## src/rtl/vmx_hold_pkg.sv

```systemverilog
// Shared definitions for the CPU hold / DMA arbiter: state encoding, stall counter width
// and default timing limits.
package vmx_hold_pkg;

    localparam int unsigned STALL_W     = 16;
    localparam int unsigned TIMEOUT_DEF = 255;
    localparam int unsigned DMA_MAX_DEF = 64;

    typedef logic [1:0] state_t;

    localparam state_t ST_RUN   = 2'd0;
    localparam state_t ST_MWAIT = 2'd1;
    localparam state_t ST_DMA   = 2'd2;

endpackage

```

## src/rtl/sat_counter.sv

```systemverilog
// Saturating up-counter with synchronous clear; clear wins over a simultaneous increment.
module sat_counter #(
    parameter int unsigned WIDTH = 16
) (
    input  logic             clock,
    input  logic             reset_n,
    input  logic             clr,
    input  logic             inc,
    output logic [WIDTH-1:0] count
);

    always_ff @(posedge clock or negedge reset_n) begin
        if (!reset_n) begin
            count <= '0;
        end else if (clr) begin
            count <= '0;
        end else if (inc && (count != '1)) begin
            count <= count + WIDTH'(1);
        end
    end

endmodule

```

## src/rtl/hold_arbiter.sv

```systemverilog
// CPU hold generator: passes the divider hold through, stalls the CPU on external memory
// waits (with timeout) and hands the bus to a DMA master for bounded bursts.
module hold_arbiter
    import vmx_hold_pkg::*;
#(
    parameter int unsigned TIMEOUT = TIMEOUT_DEF,
    parameter int unsigned DMA_MAX = DMA_MAX_DEF
) (
    input  logic               clock,
    input  logic               reset_n,
    input  logic               div_hold,
    input  logic               mem_req,
    input  logic               mem_ack,
    input  logic               dma_req,
    input  logic               stat_clr,
    output logic               hold,
    output logic               dma_grant,
    output logic               timeout,
    output logic [STALL_W-1:0] stall_cnt
);

    localparam int unsigned WAIT_W = $clog2(TIMEOUT + 1);
    localparam int unsigned DMA_W  = $clog2(DMA_MAX + 1);

    state_t            state;
    state_t            state_n;
    logic [WAIT_W-1:0] wait_cnt;
    logic [WAIT_W-1:0] wait_cnt_n;
    logic [DMA_W-1:0]  dma_cnt;
    logic [DMA_W-1:0]  dma_cnt_n;
    logic              hold_n;
    logic              grant_n;
    logic              to_hit;

    // State and registered outputs
    always_ff @(posedge clock or negedge reset_n) begin
        if (!reset_n) begin
            state     <= ST_RUN;
            wait_cnt  <= '0;
            dma_cnt   <= '0;
            hold      <= 1'b1;
            dma_grant <= 1'b0;
        end else begin
            state     <= state_n;
            wait_cnt  <= wait_cnt_n;
            dma_cnt   <= dma_cnt_n;
            hold      <= hold_n;
            dma_grant <= grant_n;
        end
    end

    // Next state; leaving DMA always lands in RUN for a cycle, which gives the mandatory gap
    always_comb begin
        state_n    = state;
        wait_cnt_n = wait_cnt;
        dma_cnt_n  = dma_cnt;
        hold_n     = div_hold;
        grant_n    = 1'b0;
        to_hit     = 1'b0;
        case (state)
            ST_RUN: begin
                if (mem_req) begin
                    if (!mem_ack) begin
                        state_n    = ST_MWAIT;
                        hold_n     = 1'b0;
                        wait_cnt_n = '0;
                    end
                end else if (dma_req) begin
                    state_n   = ST_DMA;
                    grant_n   = 1'b1;
                    hold_n    = 1'b0;
                    dma_cnt_n = '0;
                end
            end
            ST_MWAIT: begin
                hold_n     = 1'b0;
                wait_cnt_n = wait_cnt + WAIT_W'(1);
                if (mem_ack) begin
                    state_n = ST_RUN;
                    hold_n  = div_hold;
                end else if (wait_cnt_n == WAIT_W'(TIMEOUT)) begin
                    state_n = ST_RUN;
                    hold_n  = div_hold;
                    to_hit  = 1'b1;
                end
            end
            ST_DMA: begin
                hold_n    = 1'b0;
                grant_n   = 1'b1;
                dma_cnt_n = dma_cnt + DMA_W'(1);
                if (!dma_req || (dma_cnt_n == DMA_W'(DMA_MAX))) begin
                    state_n = ST_RUN;
                    grant_n = 1'b0;
                    hold_n  = div_hold;
                end
            end
            default: begin
                state_n = ST_RUN;
            end
        endcase
    end

    // Sticky timeout flag
    always_ff @(posedge clock or negedge reset_n) begin
        if (!reset_n) begin
            timeout <= 1'b0;
        end else if (stat_clr) begin
            timeout <= 1'b0;
        end else if (to_hit) begin
            timeout <= 1'b1;
        end
    end

    sat_counter #(
        .WIDTH(STALL_W)
    ) u_stall_cnt (
        .clock  (clock),
        .reset_n(reset_n),
        .clr    (stat_clr),
        .inc    (~hold),
        .count  (stall_cnt)
    );

endmodule

```

## config.mk

```make
export PLATFORM = sky130hd
export DESIGN_NAME = hold_arbiter
export DESIGN_NICKNAME = d
export VERILOG_FILES = /design/src/rtl/vmx_hold_pkg.sv /design/src/rtl/sat_counter.sv /design/src/rtl/hold_arbiter.sv
export SDC_FILE = /design/constraint.sdc
export NUM_CORES = 1
export LEC_CHECK = 0
export ABC_AREA = 1
export CAP_MARGIN = 10
export CELL_PAD_IN_SITES_DETAIL_PLACEMENT = 1
export CELL_PAD_IN_SITES_GLOBAL_PLACEMENT = 1
export CORE_MARGIN = 3
export CORE_UTILIZATION = 43
export DETAILED_ROUTE_END_ITERATION = 16
export PLACE_DENSITY_LB_ADDON = 0.1
export SKIP_CTS_REPAIR_TIMING = 1
export SYNTH_ARGS = -nofsm -noshare
export SYNTH_HDL_FRONTEND = slang
export SYNTH_SLANG_ARGS = --single-unit
export TNS_END_PERCENT = 30
```

## constraint.sdc

```tcl
create_clock -name clock -period 2.9 [get_ports clock]
set_clock_uncertainty 0.2 [all_clocks]
set_input_delay 0.435 -clock clock [delete_from_list [all_inputs] [get_ports clock]]
set_output_delay 0.435 -clock clock [all_outputs]
set_load 0.02 [all_outputs]
```

; After elaboration in Yosys (flattened, before gate mapping)
; Cells that the tools add are included.
[word_totals]
ff_bits = 36
in_bits = 7
out_inout_bits = 19
word_cells = 66
[classes]
n_addsub = 3
eq_ne = 13
muxes = 31
bitwise = 1
n_reduce_logical = 11
[ops]
columns = operator, n
row1 = 16-bit 2-to-1 mux, 2
row2 = 16-bit by 1-bit adder with 16-bit output (second input constant), 1
row3 = 8-bit 2-to-1 mux, 2
row4 = 16-bit != test (second input constant), 1
row5 = 8-bit one-hot mux with 2 select lines, 1
row6 = 1-bit 2-to-1 mux, 14
row7 = 7-bit 2-to-1 mux, 2
row8 = 7-bit one-hot mux with 2 select lines, 1
row9 = 2-bit 2-to-1 mux, 6
row10 = 2-bit != test (second input constant), 5
row11 = 3-bit != test (second input constant), 3
row12 = 8-bit by 1-bit adder with 8-bit output (second input constant), 1
row13 = 8-bit == test (second input constant), 1
row14 = 2-bit nonzero test, 4
row15 = 7-bit by 1-bit adder with 7-bit output (second input constant), 1
row16 = 7-bit == test (second input constant), 1
row17 = 2-bit one-hot mux with 3 select lines, 1
row18 = 3-bit AND reduction, 2
row19 = 4-bit AND reduction, 1
row20 = 1-bit one-hot mux with 3 select lines, 1
row21 = 2-bit by 1-bit == test with 1-bit output (second input constant), 1
row22 = 2-bit == test (second input constant), 1
row23 = 2-bit logical NOT, 1
row24 = 1-bit one-hot mux with 2 select lines, 1
row25 = 4 further kinds, 4

; Logic depth before layout (Yosys ltp)
; Gate-level depths: netlist of run 1.
[depth]
word_depth = 7
mapped_depth = 12
mapped_depth_nobuf = 12

; By module
; A second synthesis of run 1 with hierarchy kept.
[unflattened]
hier_cells = 293
area_unflattened_um2 = 2162.1
[modules_own_cells]
columns = mod, instances, cells_each, area_per_inst_um2, seq_area_each_um2
row1 = hold_arbiter, 1, 149, 1124.8, 501.7
row2 = sat_counter, 1, 144, 1037.2, 400.4

; Worst setup path after synthesis of run 1
; Ideal clock, no wire load.
[synth_path]
path_type = reg-to-reg
start = register u_stall_cnt.count[0]
end = register u_stall_cnt.count[14]
setup_ns = 0.133
t_arrival_ns = 1.458
required_ns = 2.567
setup_slack_ns = 1.109
path_stages_with_launch = 10
path_buffers = 0
period_less_slack_ns = 1.791
cell_sequence = dfrtp_1 ha_1 nand3_1 nor2_1 nand3_1 nand2_2 inv_2 nand3_1 xor2_1 nor2_1
[synth_via]
elab_chain_len = 3
elab_cells_between_ends = 6
cone_classes = add/sub: 1 / eq/ne: 1 / mux: 2 / reduce/logical: 2
[synth_rtl]
columns = item, line_no
row1 = start: declaration, sat_counter.sv:9  ; output logic [WIDTH-1:0] count
row2 = start signal: assignment, sat_counter.sv:18  ; count <= count + WIDTH'(1);
row3 = 16-bit by 1-bit adder with 16-bit output or 16-bit != test (tied branches), "sat_counter.sv:18, sat_counter.sv:17"
row4 = 16-bit 2-to-1 mux or 1-bit logical AND (tied branches), sat_counter.sv:17  ; end else if (inc && (count != '1)) begin
row5 = 16-bit 2-to-1 mux or 2-bit nonzero test (tied branches), n/a
; Parallel ways exist; a longest one is shown, timed or not. The select of a mux whose other input is x is not followed.
; A chain may end at the register's enable or synchronous reset.

; Final worst setup path of run 1
; Ends and elaborated chain as after synthesis.

==> results of run 1 <==
[final timing paths]
check	endpoint	depth (start not counted)
setup / recovery	u_stall_cnt.count[14]$_DFFE_PN0P_	9
hold / removal	u_stall_cnt.count[6]$_DFFE_PN0P_	1
setup reg to reg	u_stall_cnt.count[14]$_DFFE_PN0P_	9
hold reg to reg	u_stall_cnt.count[3]$_DFFE_PN0P_	1
max in group asynchronous	wait_cnt[5]$_DFFE_PN0P_	1
min in group clock	u_stall_cnt.count[3]$_DFFE_PN0P_	1
[worst max-delay path: cells and delay by family (launching register included)]
kind	cells	cell delay, ns
DFF	1	0.42
adders and majority gates	1	0.21
buffers and inverters	1	0.15
xor gates and xnor gates	1	0.16
and+or+nand+nor	6	0.86
[cell type report]
type	instances	area (um2)	area share [%]
Multi-Input combinational cell	187	956	39.8
Sequential cell	36	902	37.6
Inverter	39	146	6.09
Timing Repair Buffer	26	253	10.5
Tap cell	52	65.1	2.71
Clock buffer	8	80.1	3.33
[cell usage after synthesis, drive strengths merged (2+ instances only)]
| cell | count | area share [%] |
|---|---|---|
| a22o | 2 | 0.87 |
| a21oi | 8 | 2.2 |
| clkbuf | 2 | 0.37 |
| nor3 | 5 | 1.2 |
| dfrtp | 35 | 43 |
| o21a | 2 | 0.74 |
| nor2 | 34 | 7.2 |
| xor2 | 9 | 3.9 |
| inv | 39 | 7.2 |
| nand3 | 28 | 7.4 |
| nand4 | 5 | 1.5 |
| ha | 4 | 2.5 |
| o31ai | 4 | 1.5 |
| o22ai | 3 | 0.93 |
| o21ai | 20 | 4.9 |
| nand2 | 61 | 12 |
[per-layer routing]
metal  GRT usage [%]  up-vias
met3            4.46        8
li1                -      917
met4            9.49        0
met5               0        -
met2            32.0       24
met1            25.6      879
[flip-flops by register name, summed over array words and instances, names as in the netlist]
| register | count |
|---|---|
| timeout | 1 |
| dma_grant | 1 |
| hold | 1 |
| u_stall_cnt.count | 16 |
| dma_cnt | 7 |
| state | 2 |
| wait_cnt | 8 |
[power by group through the flow]
stage               Clock, mW  Combinational [mW]  Sequential [mW]
CTS                     0.361               0.419            0.647
floorplan                   0               0.247            0.668
detailed placement          0               0.414            0.656
finish                  0.346               0.415            0.647
global placement            0               0.404            0.654
global route            0.386               0.464            0.658
[cells by family (layout without fill, tap and decap cells)]
logic type               count (synthesis)  count (layout)
AO/OA/AOI/OAI                           41              41
XOR/XNOR                                 9               9
adder cells (fa/ha/maj)                  4               4
buffers and inverters                   42              73
flip-flops                              36              36
AND/OR/NAND/NOR                        133             133
==> reports/qor.yml, run 1 <==
timing.critical_path.arrival_ns: 2.09
clkPwrFrac_pct: 24.6
grt_max_degree: 37
clock_transition_at_the_register_clock_pins_on_the_worst_setup_and_hold_paths_after_cts_ns: 0.07
post_synth.cell_area_avg_um2: 7.63
via_count: 1828
power_frac_seq_pct: 45.9
postSynthNetCount: 276
io_buffers: 25
worstPathCellList: "ha_1 > nand3_1 > nor2_1 > nand3_1 > nand2_2 > inv_2 > nand3_1 > xor2_1 > nor2_1"
drt_iter0_markers: 45
area_growth_syn_to_layout_pct: 18.7
main_combinational_cell_family_by_area_after_synthesis: "simple AND/OR/NAND/NOR gates"
synth_compound_area_share_pct: 11.8
static-leakage-power_nw: 1.05
core_area_um2: 4440
cts_sinks: 36
cts.root.buffer_cell: "clkbuf_8"
drcViolationCount: 0
timing_worst_slew_pin_value_ns: 0.828
gr-total-overflow: 0
maxClockFrequency_mhz: 471
worst_skew_late_latency_ns: 0.29
clock_buffers_created_by_tritoncts: 5
post_synth_and_or_nand_nor_area_fraction_pct: 29.1
synthAdderAreaFrac_pct: 2.47
ys_warn_count: 0
leading_cell_type_in_the_layout_fill_and_taps_excluded: "nand2_1"
worst_hold_slack_ns: 0.0389
synth-xor-area-share_pct: 3.90
gpl.final_weighted_congestion: 0.866
layout_setup_ws_ns: 0.776
diodes: 0
max_slew_violation_count: 0
routed_wl_um: 4970
number_of_nets_in_the_layout: 306
max_cap_viol_count: 0
top_layer_used: "met4"
count_of_endpoints_failing_hold_in_the_final_timing_report: 0
floorplan.io_pins: 26
power_density_nw_per_um2: 586
critical_path.reg2reg.startpoint: "u_stall_cnt.count[0]$_DFFE_PN0P_"
setup_total_negative_slack_ns: 0
syn_area_um2: 2020
met3_length_um: 121
h-tree-depth: 2
synth-main-ff-cell: "dfrtp_1"
first_global_vias: 1793
slowest_delay_ns: 0.42
pwr-share-comb_pct: 29.5
synth.yosys.seq_area_share_pct: 44.6
met1Wirelength_um: 2330
regToRegSetupSlack_ns: 0.78
timing.critical_path.to_type: "register"
drt-pass1-iter-count: 4
critPathMostFrequentCell: "nand3_1"
cp-startpoint: "u_stall_cnt.count[0]$_DFFE_PN0P_"
grt_first_pass_wirelength_um: 8260
finalCriticalPeriod_ns: 2.12
run_status: "finished, final reports clean"
min_path_type: "primary input to async pin"
drtAntennaViolNets: 0
power_switching_mw: 0.514
clk_path_buf_depth: 2
cp_max_fo: 14
post_synth_mux_area_share_pct: 0
placed_cell_area_um2: 2320
synth_async_sr_flop_share_pct: 100
finalCoreUtilization_pct: 54.1
worst_setup_path_start_kind: "register"
crit_slowest_cell: "dfrtp_1"
die_area_um2: 5560
internal_power_mw: 0.894
place_worst_setup_slack_ns: 0.810
finalInstanceArea_um2: 2400
met2_length_um: 2420
post_synth_edffs: 0
mostFrequentLayoutCells: "nand2_1, inv_1, dfrtp_1"
die_y_um: 74.6
initial_utilization_pct: 45.5
rsz_0062_raised_after_global_routing: "false"
p_total_mw: 1.41
worst_ep_required_time_ns: 2.87
setup_viol: 0
slew-limit-headroom_pct: 44.8
drt-vias-per-instance: 5.25
ir_worst_vdd_v: 0.000331
postSynthCellCount: 265
groute.usage.overall_pct: 20.0
crit_type: "register to register"
num_rows: 24
post_drt_wl_per_cell_um: 14.3
synth.lib_cells_used.distinct: 26
detailed_place_hpwl_um: 3720
grt_antenna_before_repair: 0
cts_tree: "done"
die_w_um: 74.6
finish.cell_count_without_fillers: 348
postSynthRegisterBits: 36
num-fill-cells: 583
layout_worst_path_cycle_share_pct: 73.2
switching_share_of_power_pct: 36.5
place.detailed.instances: 340
layout-drive-gt1-share_pct: 7.77
No activity file was read; power rests on OpenSTA's default activity.
==> inputs of run 2 (changes only) <==
--- a/config.mk
+++ b/config.mk
@@ -10,7 +10,7 @@
 export CELL_PAD_IN_SITES_DETAIL_PLACEMENT = 1
 export CELL_PAD_IN_SITES_GLOBAL_PLACEMENT = 1
 export CORE_MARGIN = 3
-export CORE_UTILIZATION = 43
+export CORE_UTILIZATION = 40
 export DETAILED_ROUTE_END_ITERATION = 16
 export PLACE_DENSITY_LB_ADDON = 0.1
 export SKIP_CTS_REPAIR_TIMING = 1
==> constraint.sdc (replaced) <==
create_clock -name clock -period 2 [get_ports clock]
set_clock_uncertainty 0.2 [all_clocks]
set_input_delay 0.3 -clock clock [delete_from_list [all_inputs] [get_ports clock]]
set_output_delay 0.3 -clock clock [all_outputs]
set_load 0.02 [all_outputs]
==> run 2 against run 1 <==
Compared with the run above: via count rose by 4.8%; die area up 6.9%; non-clock buffer count grew 14; combinational power grew 64%; first-iteration DRC count is 18% lower.
==> reports/qor.yml, run 2 (synthesized netlist as in run 1, its figures left out) <==
layout-drive-gt1-share_pct: 12.6
placed_cell_area_um2: 2420
clk_path_buf_depth: 2
drt-vias-per-instance: 5.08
finalInstanceArea_um2: 2540
worst_ep_required_time_ns: 1.50
die_y_um: 77.1
grt_first_pass_wirelength_um: 9180
power_density_nw_per_um2: 833
max_cap_viol_count: 0
mostFrequentLayoutCells: "nand2_1, inv_1, dfrtp_1"
setup_viol: 0
h-tree-depth: 2
finalCriticalPeriod_ns: 1.92
worstPathCellList: "clkdlybuf4s50_1"
core_area_um2: 4820
setup_total_negative_slack_ns: 0
detailed_place_hpwl_um: 4090
slew-limit-headroom_pct: 67.0
register_bank_with_the_most_flops: "u_stall_cnt.count"
floorplan.io_pins: 26
cts_sinks: 36
min_path_type: "primary input to async pin"
clock_buffers_created_by_tritoncts: 5
cts_tree: "done"
largest_register_ff_count: 16
area_growth_syn_to_layout_pct: 25.7
worst_skew_late_latency_ns: 0.29
count_of_endpoints_failing_hold_in_the_final_timing_report: 0
static-leakage-power_nw: 1.12
layout_top_registers: "u_stall_cnt.count (16), wait_cnt (8), dma_cnt (7)"
worst_setup_path_start_kind: "register"
finish.cell_count_without_fillers: 377
drcViolationCount: 0
gr-total-overflow: 0
via_count: 1916
post_drt_wl_per_cell_um: 14.0
cp_num_buf_inv: 1
leading_cell_type_in_the_layout_fill_and_taps_excluded: "nand2_1"
grt_antenna_before_repair: 0
layout_worst_path_cycle_share_pct: 96.1
io_buffers: 25
diodes: 0
number_of_nets_in_the_layout: 320
timing.critical_path.arrival_ns: 1.42
drt_iter0_markers: 37
place.detailed.instances: 365
num_rows: 25
ir_worst_vdd_v: 0.000400
drtAntennaViolNets: 0
max_slew_violation_count: 0
first_global_vias: 2013
cp_max_fo: 2
drt-pass1-iter-count: 4
routed_wl_um: 5290
gpl.final_weighted_congestion: 0.780
num-fill-cells: 637
maxClockFrequency_mhz: 520
clock_transition_at_the_register_clock_pins_on_the_worst_setup_and_hold_paths_after_cts_ns: 0.07
timing_worst_slew_pin_value_ns: 0.494
die_area_um2: 5950
cts.root.buffer_cell: "clkbuf_8"
run_status: "finished, final reports clean"
slowest_delay_ns: 0.59
grt_max_degree: 22
groute.usage.overall_pct: 19.2
initial_utilization_pct: 42.0
timing.critical_path.to_type: "primary output"
crit_type: "register to primary output"
die_w_um: 77.1
critPathTopFamily: "buffers and inverters"
crit_slowest_cell: "clkdlybuf4s50_1"
[run 2: cell count changes in the layout (fill, tap and decap cells not counted)]
| cell | previous run | this run |
|---|---|---|
| buf_4 | 1 | 14 |
| clkbuf_1 | 3 | 2 |
| clkinv_2 | 0 | 1 |
| dlygate4sd3_1 | 0 | 1 |
| ha_1 | 4 | 3 |
| ha_2 | 0 | 1 |
| nand2_2 | 3 | 2 |
| nand2_4 | 0 | 1 |
| nand3_1 | 26 | 25 |
| nand3_2 | 2 | 3 |
[run 2: final timing paths]
kind	endpoint	startpoint	cells after the start	slack (ns)
setup reg to reg	timeout$_DFFE_PN0P_	wait_cnt[1]$_DFFE_PN0P_	9	0.18
hold reg to reg	u_stall_cnt.count[7]$_DFFE_PN0P_	u_stall_cnt.count[7]$_DFFE_PN0P_	1	0.33
setup / recovery	hold	hold$_DFF_PN1_	1	0.08
max in group asynchronous	hold$_DFF_PN1_	reset_n	3	0.70
min in group clock	u_stall_cnt.count[7]$_DFFE_PN0P_	u_stall_cnt.count[7]$_DFFE_PN0P_	1	0.33
hold / removal	u_stall_cnt.count[9]$_DFFE_PN0P_	reset_n	2	0.31
[run 2: cell type report]
cell class / instances / area, um2 / area share (%)
Multi-Input combinational cell: 187 / 968 / 38.1
Sequential cell: 36 / 902 / 35.5
Clock buffer: 7 / 76.3 / 3.00
Inverter: 39 / 146 / 5.76
Tap cell: 67 / 83.8 / 3.30
Clock inverter: 1 / 5.00 / 0.197
Timing Repair Buffer: 40 / 360 / 14.2
[run 2: where the power goes]
group | internal, mW | leakage (nW) | switching [mW]
Clock | 0.245 | 0.0422 | 0.262
Combinational | 0.276 | 0.591 | 0.404
Sequential | 0.831 | 0.488 | 0.0996
[run 2: through the flow]
step	utilization, %	power, mW	hold slack, ns	setup slack [ns]
3_5_place_dp	50.2	1.59	0.0970	0.122
4_1_cts	51.8	2.11	-0.221	0.0573
2_1_floorplan	-	1.33	-0.196	0.209
5_1_grt	52.8	2.30	0.348	-0.00775
3_3_place_gp	50.2	1.56	0.0919	0.191
6_report	52.8	2.12	0.310	0.0782
[run 2: layer usage]
layer	part of all wire, %	track usage, %	vias up
met3	3.2	3.64	9
met5	0	0	-
li1	-	-	947
met4	1.6	6.58	0
met2	52	35.3	32
met1	43	22.0	928
==> inputs of run 3 (changes only) <==
--- a/config.mk
+++ b/config.mk
@@ -12,6 +12,7 @@
 export CORE_MARGIN = 3
 export CORE_UTILIZATION = 40
 export DETAILED_ROUTE_END_ITERATION = 16
+export GPL_ROUTABILITY_DRIVEN = 0
 export PLACE_DENSITY_LB_ADDON = 0.1
 export SKIP_CTS_REPAIR_TIMING = 1
 export SYNTH_ARGS = -nofsm -noshare
==> results of run 3 <==
Same layout as run 2: the final DEF is identical, and so are final timing and power.
